**src/rtl/histogram_builder_pkg.sv**
```systemverilog
// Shared histogram definitions: bin count, default word/frame sizes and FSM encodings.
// The cumulative-histogram stage imports this package as well.
package histogram_builder_pkg;
  localparam int HIST_BINS    = 256;
  localparam int HIST_WORD    = 20;
  localparam int FRAME_PIXELS = 800*480;
  localparam int PIPE_STAGES  = 4;

  typedef enum logic [2:0] {
    ST_IDLE  = 3'd0,
    ST_CLEAR = 3'd1,
    ST_ACCUM = 3'd2,
    ST_DRAIN = 3'd3,
    ST_DONE  = 3'd4
  } state_t;
endpackage

```
**src/rtl/histogram_builder_rmw_pipe.sv**
```systemverilog
// Read-modify-write pipeline for one pixel per cycle into the histogram RAM,
// with forwarding from the two most recent writes and a saturating increment.
module hist_rmw_pipe
  import histogram_builder_pkg::*;
#(
  parameter int word_size = HIST_WORD
) (
  input  logic                 iClk,
  input  logic                 iRst,
  input  logic                 iFlush,
  input  logic                 iAcc,
  input  logic [7:0]           iPixel,
  input  logic [word_size-1:0] iQHist,
  output logic [7:0]           oAddrRd,
  output logic                 oWE,
  output logic [7:0]           oAddrWr,
  output logic [word_size-1:0] oDataWr
);
  // [1] read issued, [2] read data back, [3] write now (W1), [4] previous write (W2)
  logic [PIPE_STAGES:1]  vld_pipe;
  logic [7:0]            s1_bin, s2_bin, w2_bin;
  logic [word_size-1:0]  w2_data, base, nxt;

  assign oAddrRd = s1_bin;
  assign oWE     = vld_pipe[3];

  // W2 is needed because the RAM is read-first: the read overlapping W2's write saw stale data
  always_comb begin
    base = iQHist;
    if (vld_pipe[3] && oAddrWr == s2_bin)      base = oDataWr;
    else if (vld_pipe[4] && w2_bin == s2_bin)  base = w2_data;
    nxt = (&base) ? base : base + word_size'(1);
  end

  always_ff @(posedge iClk or posedge iRst) begin
    if (iRst) begin
      vld_pipe <= '0;
      s1_bin   <= '0;
      s2_bin   <= '0;
      oAddrWr  <= '0;
      oDataWr  <= '0;
      w2_bin   <= '0;
      w2_data  <= '0;
    end else if (iFlush) begin
      vld_pipe <= '0;
      s1_bin   <= '0;
      s2_bin   <= '0;
      oAddrWr  <= '0;
      oDataWr  <= '0;
      w2_bin   <= '0;
      w2_data  <= '0;
    end else begin
      vld_pipe <= {vld_pipe[PIPE_STAGES-1:1], iAcc};
      s1_bin   <= iAcc ? iPixel : 8'd0;
      s2_bin   <= s1_bin;
      oAddrWr  <= vld_pipe[2] ? s2_bin : 8'd0;
      oDataWr  <= vld_pipe[2] ? nxt : '0;
      w2_bin   <= oAddrWr;
      w2_data  <= oDataWr;
    end
  end
endmodule

```
**src/rtl/histogram_builder.sv**
```systemverilog
// Histogram RAM writer: clears all bins, accumulates one frame of pixels, then
// holds done until acknowledged.
module histogram_builder
  import histogram_builder_pkg::*;
#(
  parameter int word_size   = HIST_WORD,
  parameter int pixel_count = FRAME_PIXELS,
  parameter int cnt_bits    = 19
) (
  input  logic                 iClk,
  input  logic                 iRst,
  input  logic                 iStart,
  input  logic [7:0]           iPixel,
  input  logic                 iValid,
  output logic                 oReady,
  output logic [7:0]           oAddrRdHist,
  input  logic [word_size-1:0] iQHist,
  output logic [7:0]           oAddrWrHist,
  output logic [word_size-1:0] oDataWrHist,
  output logic                 oWE,
  output logic                 oBusy,
  output logic                 oDone,
  input  logic                 iDoneAck
);
  state_t                state;
  logic [7:0]            clr_addr;
  logic [cnt_bits-1:0]   cnt;
  logic [1:0]            drain;
  logic                  accept, clr_we, p_we;
  logic [7:0]            p_addr;
  logic [word_size-1:0]  p_data;

  assign oReady = (state == ST_ACCUM) && (cnt < cnt_bits'(pixel_count));
  assign accept = iValid & oReady;
  assign oBusy  = (state == ST_CLEAR) || (state == ST_ACCUM) || (state == ST_DRAIN);
  assign oDone  = (state == ST_DONE);
  assign clr_we = (state == ST_CLEAR);

  // Clear writes and pipeline writes never overlap: iStart flushes the pipe before CLEAR.
  assign oWE         = clr_we | p_we;
  assign oAddrWrHist = clr_we ? clr_addr : p_addr;
  assign oDataWrHist = clr_we ? '0 : p_data;

  hist_rmw_pipe #(.word_size(word_size)) u_pipe (
    .iClk    (iClk),
    .iRst    (iRst),
    .iFlush  (iStart),
    .iAcc    (accept),
    .iPixel  (iPixel),
    .iQHist  (iQHist),
    .oAddrRd (oAddrRdHist),
    .oWE     (p_we),
    .oAddrWr (p_addr),
    .oDataWr (p_data)
  );

  always_ff @(posedge iClk or posedge iRst) begin
    if (iRst) begin
      state    <= ST_IDLE;
      clr_addr <= '0;
      cnt      <= '0;
      drain    <= '0;
    end else if (iStart) begin
      state    <= ST_CLEAR;
      clr_addr <= '0;
      cnt      <= '0;
      drain    <= '0;
    end else begin
      case (state)
        ST_IDLE: ;
        ST_CLEAR: begin
          clr_addr <= clr_addr + 8'd1;
          if (clr_addr == 8'hFF) state <= ST_ACCUM;
        end
        ST_ACCUM: if (accept) begin
          cnt <= cnt + cnt_bits'(1);
          if (cnt == cnt_bits'(pixel_count - 1)) begin
            state <= ST_DRAIN;
            drain <= '0;
          end
        end
        // three cycles lets the last pixel's write issue before done rises
        ST_DRAIN: begin
          drain <= drain + 2'd1;
          if (drain == 2'd2) state <= ST_DONE;
        end
        ST_DONE: if (iDoneAck) state <= ST_IDLE;
        default: state <= ST_IDLE;
      endcase
    end
  end
endmodule

```
**config.mk**
```make
export PLATFORM = sky130hd
export DESIGN_NAME = histogram_builder
export DESIGN_NICKNAME = d
export VERILOG_FILES = /design/src/rtl/histogram_builder_pkg.sv /design/src/rtl/histogram_builder_rmw_pipe.sv /design/src/rtl/histogram_builder.sv
export SDC_FILE = /design/constraint.sdc
export NUM_CORES = 1
export LEC_CHECK = 0
export ABC_AREA = 1
export CAP_MARGIN = 25
export CORE_MARGIN = 2
export CORE_UTILIZATION = 57
export CTS_BUF_LIST = sky130_fd_sc_hd__clkbuf_16
export DETAILED_ROUTE_END_ITERATION = 8
export GPL_TIMING_DRIVEN = 0
export PLACE_DENSITY = 0.89
export SLEW_MARGIN = 20
export SYNTH_ARGS = -nofsm -noshare
export SYNTH_HDL_FRONTEND = slang
export SYNTH_SLANG_ARGS = --single-unit
```
**constraint.sdc**
```tcl
create_clock -name iClk -period 4.9 [get_ports iClk]
set_input_delay 1.225 -clock iClk [delete_from_list [all_inputs] [get_ports iClk]]
set_output_delay 1.225 -clock iClk [all_outputs]
set_load 0.02 [all_outputs]
```
==> flow_summary.toml, run 1 <==
[sta]
worst_slew_pin_slew_ns = 0.690
worst_clock_skew_ns = 0.0139
post-route-period-util_pct = 82.8
hold_violations = 0
maxSlewViolCount = 0
fin_ws_ns = 0.845
rsz0062_at_grt = "no"
relSlewSlack_pct = 54.0
max_freq_mhz = 247
post-route-min-period_ns = 4.05
finalSetupViolations = 0

[pwr]
power_density_nw_per_um2 = 277
p_seq_share_pct = 44.3
p_int_mw = 1.46
power_leakage_nw = 3.87
vdd_drop_max_v = 0.000228
p_clk_share_pct = 35.6
p_sw_mw = 0.667
sw_frac_of_total_pct = 31.3
combPwrFrac_pct = 20.1

[clocking]
cts_buffers = 9
post_cts_buffers = 0
cts.sinks = 108
cts_resized = 0
cts_root_buf = "clkbuf_16"
htree_num_levels = 3
path_clk_slew_ns = 0.08
clk_path_buf_depth = 2
cts_hold_buffers = 0
worst_skew_pair.late_latency_ns = 0.36
cts_tree = "built"

[logic_synthesis]
ys_seq_area_share_pct = 41.7
synth-seq-cells = 108
synthCells = 940
synth_edf_count = 0
syn-num-nets = 977
yosysUniqueCellTypes = 41
synth_flop_cell = "dfrtp_1"
synth.avg_cell_area_um2 = 6.89
synth.cell_area_um2 = 6470
synthArstFlopShare_pct = 100
ys_warn_count = 0

[outcome]
status = "finished, final reports clean"

[setup_path]
r2r-start = "u_pipe.s2_bin[2]"
critical_path.startpoint = "state[0]"
crit_path_end = "oAddrWrHist[6]"
max_stage_delay_ns = 0.64
critical_path_buf_inv_count = 4
worstPathCellList = "inv_1 > nor3_1 > clkbuf_1 > clkbuf_1 > nand2_1 > o21ai_0 > clkdlybuf4s50_1"
crit_top_cell = "clkbuf_1"
regToRegSetupSlack_ns = 1.88
rr_endpoint = "u_pipe.oDataWr[1]"
reg2regPathDepth = 15
crit_path_max_fanout = 10
critPathTopFamily = "buffers and inverters"
path_depth = 7
crit_type = "flip-flop to output port"
crit_path_top_delay_cell = "clkdlybuf4s50_1"
start_kind = "flip-flop"
cp.required_ns = 3.67
crit_path_end_kind = "output port"
arrival_ns = 2.83

[detailed_routing]
dr_wl_met3_mm = 1.43
wirelength_mm = 17.1
wl_per_cell_um = 14.6
drc_errors = 0
drt_first_pass_iters = 5
wl_met2_mm = 7.90
dr.first_iter.drc_count = 636
wl_met1_mm = 7.41
vias = 6292
top_layer_used = "met4"
final_antenna_net_count = 0
viasPerCell = 5.39

[cells_and_area]
fillers = 882
syn_to_final_growth_pct = 18.9
final_common_cell = "nand2_1"
layout.nets = 1060
drive_gt1_share_pct = 8.46
fin_util_pct = 70.1
final_cell_mix = "nand2_1, inv_1, nor2_1"
n_antenna_cell = 0

[global_route]
antenna_found_initial = 0
grt_pass1_wl_mm = 28.0
grt_overflow = 0
grt_max_degree = 81
first_global_vias = 5937
grtUsageTotal_pct = 28.0

[min_path]
min_path_type = "flip-flop to flip-flop"
hp-start = "u_pipe.oAddrRd[1]"

[job]
max_cap_viol_count = 0

[placed_design]
numPortBuffers = 71
place_ws_ns = 1.32
dp_hpwl_mm = 12.8
gp_congestion = 0.928

[floorplanning]
ios = 73
rows = 38
die_h_um = 111
start_util_pct = 58.9
die_w_um = 111
design.core.area_um2 = 11000
die_area_um2 = 12200
==> cells by family (layout without fill, tap and decap cells) <==
logic type / Yosys count / count (layout) / share of synthesized area (%)
AND/OR/NAND/NOR: 539 / 539 / 37.3
AO/OA/AOI/OAI: 81 / 81 / 6.92
XOR/XNOR: 4 / 4 / 0.541
adder cells (fa/ha/maj): 4 / 4 / 0.773
flip-flops: 108 / 108 / 41.7
buffers and inverters: 204 / 292 / 12.7
==> worst reg2reg max path, cell delays in order, from the launching register on <==
cell and delay (ns):
dfrtp_1 0.42, xnor2_1 0.30, inv_2 0.08, nor2_2 0.23, nand2_4 0.14, buf_6 0.18, nand2_1 0.10, nand3_1 0.09
nand2_2 0.12, ha_1 0.27, nand3_1 0.15, nor2_4 0.23, nand4_4 0.20, buf_6 0.21, o21ai_1 0.16, nor2_1 0.05
==> cell usage after synthesis (8+ instances only) <==
library cell	instances	area, um2
a21oi_1	23	115
a31oi_1	11	68.8
clkbuf_1	14	52.6
dfrtp_1	108	2700
inv_1	167	627
inv_2	8	30.0
nand2_1	251	942
nand2_2	22	138
nand3_1	78	390
nand4_1	10	62.6
nor2_1	121	454
nor2_2	8	50.1
nor2_4	8	90.1
nor3_1	21	105
o21ai_0	36	180
==> layout make-up <==
class | count | area, um2 | area share [%]
Timing Repair Buffer | 72 | 738 | 9.59
Inverter | 176 | 667 | 8.66
Clock buffer | 9 | 225 | 2.92
Multi-Input combinational cell | 628 | 2950 | 38.3
Sequential cell | 108 | 2700 | 35.1
Tap cell | 140 | 175 | 2.27
Clock inverter | 7 | 82.6 | 1.07
Buffer | 28 | 160 | 2.08
==> state kept, by name, summed over array words and instances (netlist names) <==
signal	count
u_pipe.oDataWr	20
u_pipe.w2_bin	8
u_pipe.oAddrRd	8
drain	2
u_pipe.oAddrWr	8
state	3
u_pipe.vld_pipe	4
u_pipe.s2_bin	8
clr_addr	8
u_pipe.w2_data	20
cnt	19
==> metal layers <==
metal	track usage (%)	up-vias
met5	0	-
met4	10.2	0
met3	4.72	28
met2	45.1	290
met1	38.4	2917
li1	-	3057
==> how the worst min path moves through the flow <==
stage / to / slack, ns / cells after the start
finish: u_pipe.s2_bin[1] / 0.49 / 2
floorplan: u_pipe.vld_pipe[2] / 0.43 / 2
global placement: u_pipe.vld_pipe[2] / 0.44 / 2
global route: u_pipe.s2_bin[1] / 0.50 / 2
detailed placement: u_pipe.vld_pipe[2] / 0.48 / 2
CTS: u_pipe.vld_pipe[2] / 0.49 / 2
==> power by group through the flow <==
stage	combinational, mW	clock [mW]	sequential, mW
after global routing	0.471	0.795	0.945
after detailed placement	0.420	0	0.958
after floorplan	0.261	0	0.956
after CTS	0.423	0.761	0.941
after global placement	0.407	0	0.957
final	0.428	0.759	0.943
==> per-stage QoR <==
step / hold slack (ns) / power, mW / setup TNS, ns / instance area, um2 / instances
global placement: 0.442 / 1.36 / -72.06 / 7360 / 1151
global route: 0.503 / 2.21 / 0 / 7700 / 1168
CTS: 0.485 / 2.13 / 0 / 7700 / 1168
finish: 0.488 / 2.13 / 0 / 7700 / 1168
floorplan: 0.434 / 1.22 / 0 / 6470 / 940
detailed placement: 0.475 / 1.38 / 0 / 7390 / 1152
No activity file was read; power rests on OpenSTA's default activity.
==> run 2: changes to the inputs <==
--- a/config.mk
+++ b/config.mk
@@ -8,11 +8,11 @@
 export ABC_AREA = 1
 export CAP_MARGIN = 25
 export CORE_MARGIN = 2
-export CORE_UTILIZATION = 57
+export CORE_UTILIZATION = 52
 export CTS_BUF_LIST = sky130_fd_sc_hd__clkbuf_16
 export DETAILED_ROUTE_END_ITERATION = 8
 export GPL_TIMING_DRIVEN = 0
-export PLACE_DENSITY = 0.89
+export PLACE_DENSITY = 0.86
 export SLEW_MARGIN = 20
 export SYNTH_ARGS = -nofsm -noshare
 export SYNTH_HDL_FRONTEND = slang
==> constraint.sdc (replaced) <==
create_clock -name iClk -period 3.6 [get_ports iClk]
set_input_delay 0.9 -clock iClk [delete_from_list [all_inputs] [get_ports iClk]]
set_output_delay 0.9 -clock iClk [all_outputs]
set_load 0.02 [all_outputs]
==> run 2 against run 1 <==
Effect of this change:
- global-route usage fell by 0.80 points
- clock-buffer cell count did not move
- non-clock buffer count rose by 2
- routed wire length fell by 0.50%
- final cell count rose by 2.6%
- clock power rose by 33%
- combinational power rose by 36%
- largest power group unchanged
==> flow_summary.toml, run 2 (same netlist as run 1, synthesis figures left out) <==
[global_route]
grtUsageMet1_pct = 36.5
grtUsageTotal_pct = 27.2
first_global_vias = 5878
grt_pass1_wl_mm = 28.3
grtUsageMet2_pct = 46.4
grt_busiest_layer = "met2"
grt_overflow = 0
use_met3_pct = 2.62
grt_max_degree = 33
antenna_found_initial = 0

[clocking]
path_clk_slew_ns = 0.07
cts.sinks = 108
post_cts_buffers = 0
clk_path_buf_depth = 2
cts_root_buf = "clkbuf_16"
cts_buffers = 9
cts_hold_buffers = 0
cts_tree = "built"
worst_skew_pair.late_latency_ns = 0.36
htree_num_levels = 3

[detailed_routing]
wl_per_cell_um = 14.2
viasPerCell = 5.15
drt_first_pass_iters = 5
final_antenna_net_count = 0
drc_errors = 0
vias = 6170
wirelength_mm = 17.0
dr.first_iter.drc_count = 462

[pwr]
sw_frac_of_total_pct = 30.9
p_seq_share_pct = 44.6
power_leakage_nw = 3.88
power_density_nw_per_um2 = 370
vdd_drop_max_v = 0.000351
p_total_mw = 2.88
p_sw_mw = 0.889
p_int_mw = 1.99
p_clk_share_pct = 35.1
combPwrFrac_pct = 20.3

[sta]
relSlewSlack_pct = 54.0
worst_clock_skew_ns = 0.0129
post-route-min-period_ns = 3.40
worst_slew_pin_slew_ns = 0.690
whs_ns = 0.460
tns_ns = 0
hold_violations = 0
maxSlewViolCount = 0
rsz0062_at_grt = "no"
fin_ws_ns = 0.205
max_freq_mhz = 295
finalSetupViolations = 0
post-route-period-util_pct = 94.3

[placed_design]
numPortBuffers = 71
place_ws_ns = 0.382
dp_hpwl_mm = 12.9
gp_congestion = 0.955

[setup_path]
crit_type = "flip-flop to output port"
crit_path_end_kind = "output port"
cp.required_ns = 2.70
arrival_ns = 2.50
critical_path.startpoint = "state[0]"
r2r-start = "u_pipe.oAddrWr[5]"
start_kind = "flip-flop"
crit_path_max_fanout = 10

[cells_and_area]
n_antenna_cell = 0
drive_gt1_share_pct = 8.83
final_cell_mix = "nand2_1, inv_1, nor2_1"
layout.nets = 1062
largestRegisters = "u_pipe.oDataWr (20), u_pipe.w2_data (20), cnt (19)"
final_common_cell = "nand2_1"
fin_util_pct = 64.4
syn_to_final_growth_pct = 20.1

[floorplanning]
die_h_um = 116
ios = 73
die_w_um = 116
rows = 40
design.core.area_um2 = 12100
die_area_um2 = 13400
start_util_pct = 53.7

[min_path]
min_path_type = "flip-flop to flip-flop"
hp-start = "u_pipe.vld_pipe[1]"

[job]
max_cap_viol_count = 0

[outcome]
status = "finished, final reports clean"
-- run 2: timing repair --
| action | CTS | global route |
|---|---|---|
| endpoints found under the setup margin | 1 | 25 |
| endpoints found under the hold margin | 0 | 0 |
| resized for setup | 1 | 1 |
-- run 2: routing by layer --
metal | vias up | part of all wire (%)
li1 | 3069 | -
met5 | - | 0
met4 | 0 | 1.8
met3 | 20 | 6.8
met2 | 229 | 48
met1 | 2852 | 43
-- run 2: worst paths after layout --
kind                                            to  slack [ns]  cells after the start
worst max-delay path                oAddrWrHist[6]        0.20                      7
worst min-delay path            u_pipe.vld_pipe[2]        0.46                      2
worst max register to register   u_pipe.oDataWr[1]        0.55                     15
worst min register to register  u_pipe.vld_pipe[2]        0.46                      2
max in group asynchronous        u_pipe.w2_data[0]        2.04                      3
min in group asynchronous              clr_addr[7]        0.98                      2
-- run 2: per-stage QoR --
stage / std cells / cell area, um2
2_1_floorplan: 940 / 6480
3_3_place_gp: 1179 / 7400
3_5_place_dp: 1182 / 7470
4_1_cts: 1198 / 7770
5_1_grt: 1198 / 7770
6_report: 1198 / 7770
-- run 2: critical path: stages, from the launching register on --
cell	delay, ns
dfrtp_1	0.42
inv_1	0.10
nor3_2	0.22
clkbuf_2	0.27
clkbuf_1	0.32
nand2_1	0.09
o21ai_0	0.08
clkdlybuf4s50_1	0.64
-- run 2: layout make-up --
class	instances	area (um2)
clock inverter	7	75.1
inverter	176	666
timing repair buffer	74	778
buffer	28	161
multi-input combinational	628	2950
sequential	108	2700
tap	168	210
clock buffer	9	225
fill	1040	4290
-- run 2: power groups by stage --
stage / registers [mW] / clock network, mW / logic, mW
4_1_cts: 1.28 / 1.03 / 0.579
5_1_grt: 1.29 / 1.08 / 0.648
3_5_place_dp: 1.30 / 0 / 0.574
6_report: 1.28 / 1.01 / 0.583
3_3_place_gp: 1.30 / 0 / 0.556
2_1_floorplan: 1.30 / 0 / 0.355
==> run 3: changes to the inputs <==
--- a/config.mk
+++ b/config.mk
@@ -7,6 +7,7 @@
 export LEC_CHECK = 0
 export ABC_AREA = 1
 export CAP_MARGIN = 25
+export CORE_ASPECT_RATIO = 0.5
 export CORE_MARGIN = 2
 export CORE_UTILIZATION = 52
 export CTS_BUF_LIST = sky130_fd_sc_hd__clkbuf_16
==> run 3 against run 2 <==
Effect of this change:
- total power fell by 2.5%
- critical path depth is 1 lower
- core utilization is 0.11 points higher
- clock skew down 0.0083 ns
- final area down 0.50%
- sequential share of layout area is 0.17 points higher
- clock power decreased by 7%
- die area up 0.41%
- critical endpoint is now oAddrWrHist[5]
==> flow_summary.toml, run 3 (same netlist as run 1, synthesis figures left out) <==
[cells_and_area]
final_common_cell = "nand2_1"
syn_to_final_growth_pct = 19.5
largestRegisters = "u_pipe.oDataWr (20), u_pipe.w2_data (20), cnt (19)"
drive_gt1_share_pct = 8.94
fin_cells = 1194
layout.nets = 1062
n_antenna_cell = 0
final_cell_mix = "nand2_1, inv_1, nor2_1"

[setup_path]
reg2regPathDepth = 16
rr_endpoint = "u_pipe.oDataWr[6]"
crit_type = "flip-flop to output port"
r2r-start = "u_pipe.s2_bin[4]"
crit_path_end_kind = "output port"
cp.required_ns = 2.70
crit_path_max_fanout = 10
start_kind = "flip-flop"
regToRegSetupSlack_ns = 0.60
critical_path.startpoint = "state[1]"
arrival_ns = 2.49

[global_route]
grt_overflow = 0
grt_pass1_wl_mm = 28.3
antenna_found_initial = 0
first_global_vias = 5888
grtUsageTotal_pct = 26.7
grt_max_degree = 35

[sta]
whs_ns = 0.480
tns_ns = 0
worst_slew_pin_slew_ns = 0.640
post-route-min-period_ns = 3.39
hold_violations = 0
worst_clock_skew_ns = 0.00464
relSlewSlack_pct = 57.3
fin_ws_ns = 0.213
finalSetupViolations = 0
maxSlewViolCount = 0
post-route-period-util_pct = 94.1
rsz0062_at_grt = "no"
max_freq_mhz = 295

[clocking]
post_cts_buffers = 0
cts_buffers = 9
cts.sinks = 108
path_clk_slew_ns = 0.07
htree_num_levels = 3
cts_hold_buffers = 0
cts_tree = "built"
cts_root_buf = "clkbuf_16"
worst_skew_pair.late_latency_ns = 0.35
clk_path_buf_depth = 2

[detailed_routing]
viasPerCell = 5.15
wirelength_mm = 17.2
vias = 6152
dr.first_iter.drc_count = 528
final_antenna_net_count = 0
drt_first_pass_iters = 5
drc_errors = 0
wl_per_cell_um = 14.4

[floorplanning]
start_util_pct = 54.0
rows = 28
die_h_um = 82.9
die_area_um2 = 13400
ios = 73
design.core.area_um2 = 12000
die_w_um = 162

[placed_design]
dp.cells = 1179
place_ws_ns = 0.309
dp_hpwl_mm = 12.8
gp_congestion = 0.922
numPortBuffers = 71

[min_path]
hold_depth = 2
min_to = "u_pipe.vld_pipe[2]"
min_path_type = "flip-flop to flip-flop"
hp-start = "u_pipe.vld_pipe[1]"

[pwr]
power_leakage_nw = 3.86
vdd_drop_max_v = 0.000220
p_sw_mw = 0.890
power_density_nw_per_um2 = 363
p_clk_share_pct = 33.3
sw_frac_of_total_pct = 31.7
combPwrFrac_pct = 21.0
p_seq_share_pct = 45.7
p_int_mw = 1.92

[outcome]
status = "finished, final reports clean"

[job]
max_cap_viol_count = 0
run 3: area by class of cell:
class | count | area [um2]
clock buffer | 9 | 225
sequential | 108 | 2700
inverter | 176 | 666
buffer | 28 | 163
multi-input combinational | 628 | 2950
fill | 1066 | 4250
timing repair buffer | 74 | 771
tap | 165 | 206
clock inverter | 6 | 46.3
run 3: per-stage QoR:
| stage | util [%] | instance area, um2 | power [mW] |
|---|---|---|---|
| 2_1_floorplan | - | 6480 | 1.66 |
| 3_3_place_gp | 61.7 | 7390 | 1.85 |
| 3_5_place_dp | 62.2 | 7450 | 1.88 |
| 4_1_cts | 64.5 | 7730 | 2.81 |
| 5_1_grt | 64.5 | 7730 | 2.95 |
| 6_report | 64.5 | 7730 | 2.81 |
run 3: power groups by stage:
stage | logic (mW) | registers [mW] | clock network (mW)
CTS | 0.580 | 1.28 | 0.950
global placement | 0.551 | 1.30 | 0
global route | 0.650 | 1.29 | 1.01
detailed placement | 0.573 | 1.30 | 0
finish | 0.589 | 1.28 | 0.935
floorplan | 0.355 | 1.30 | 0
run 3: worst max-delay path: stages (launching register included):
cell and delay, ns:
dfrtp_1 0.45, nor3_2 0.30, clkbuf_2 0.29, clkbuf_2 0.24, nand2_1 0.07, o21ai_0 0.12
clkdlybuf4s50_1 0.66
run 3: worst max-delay path by stage:
stage                                     to  slack [ns]  depth (start not counted)
final                         oAddrWrHist[5]        0.21                          6
after global routing          oAddrWrHist[5]        0.09                          6
after CTS                     oAddrWrHist[5]        0.03                          6
after detailed placement      oAddrWrHist[5]        0.31                          6
after global placement    u_pipe.w2_data[14]        0.37                          2
after floorplan               oAddrWrHist[5]        1.14                          5
run 3: repair_timing:
item | 4_1_cts | 5_1_grt
gates resized for setup | 1 | 3
setup endpoints to repair | 3 | 8
cloned | 0 | 0
run 3: layer usage:
| metal | track usage (%) | share of wire [%] |
|---|---|---|
| met3 | 5.49 | 7.0 |
| met1 | 34.9 | 44 |
| met4 | 9.98 | 2.7 |
| met2 | 44.2 | 46 |
| met5 | 0 | 0 |
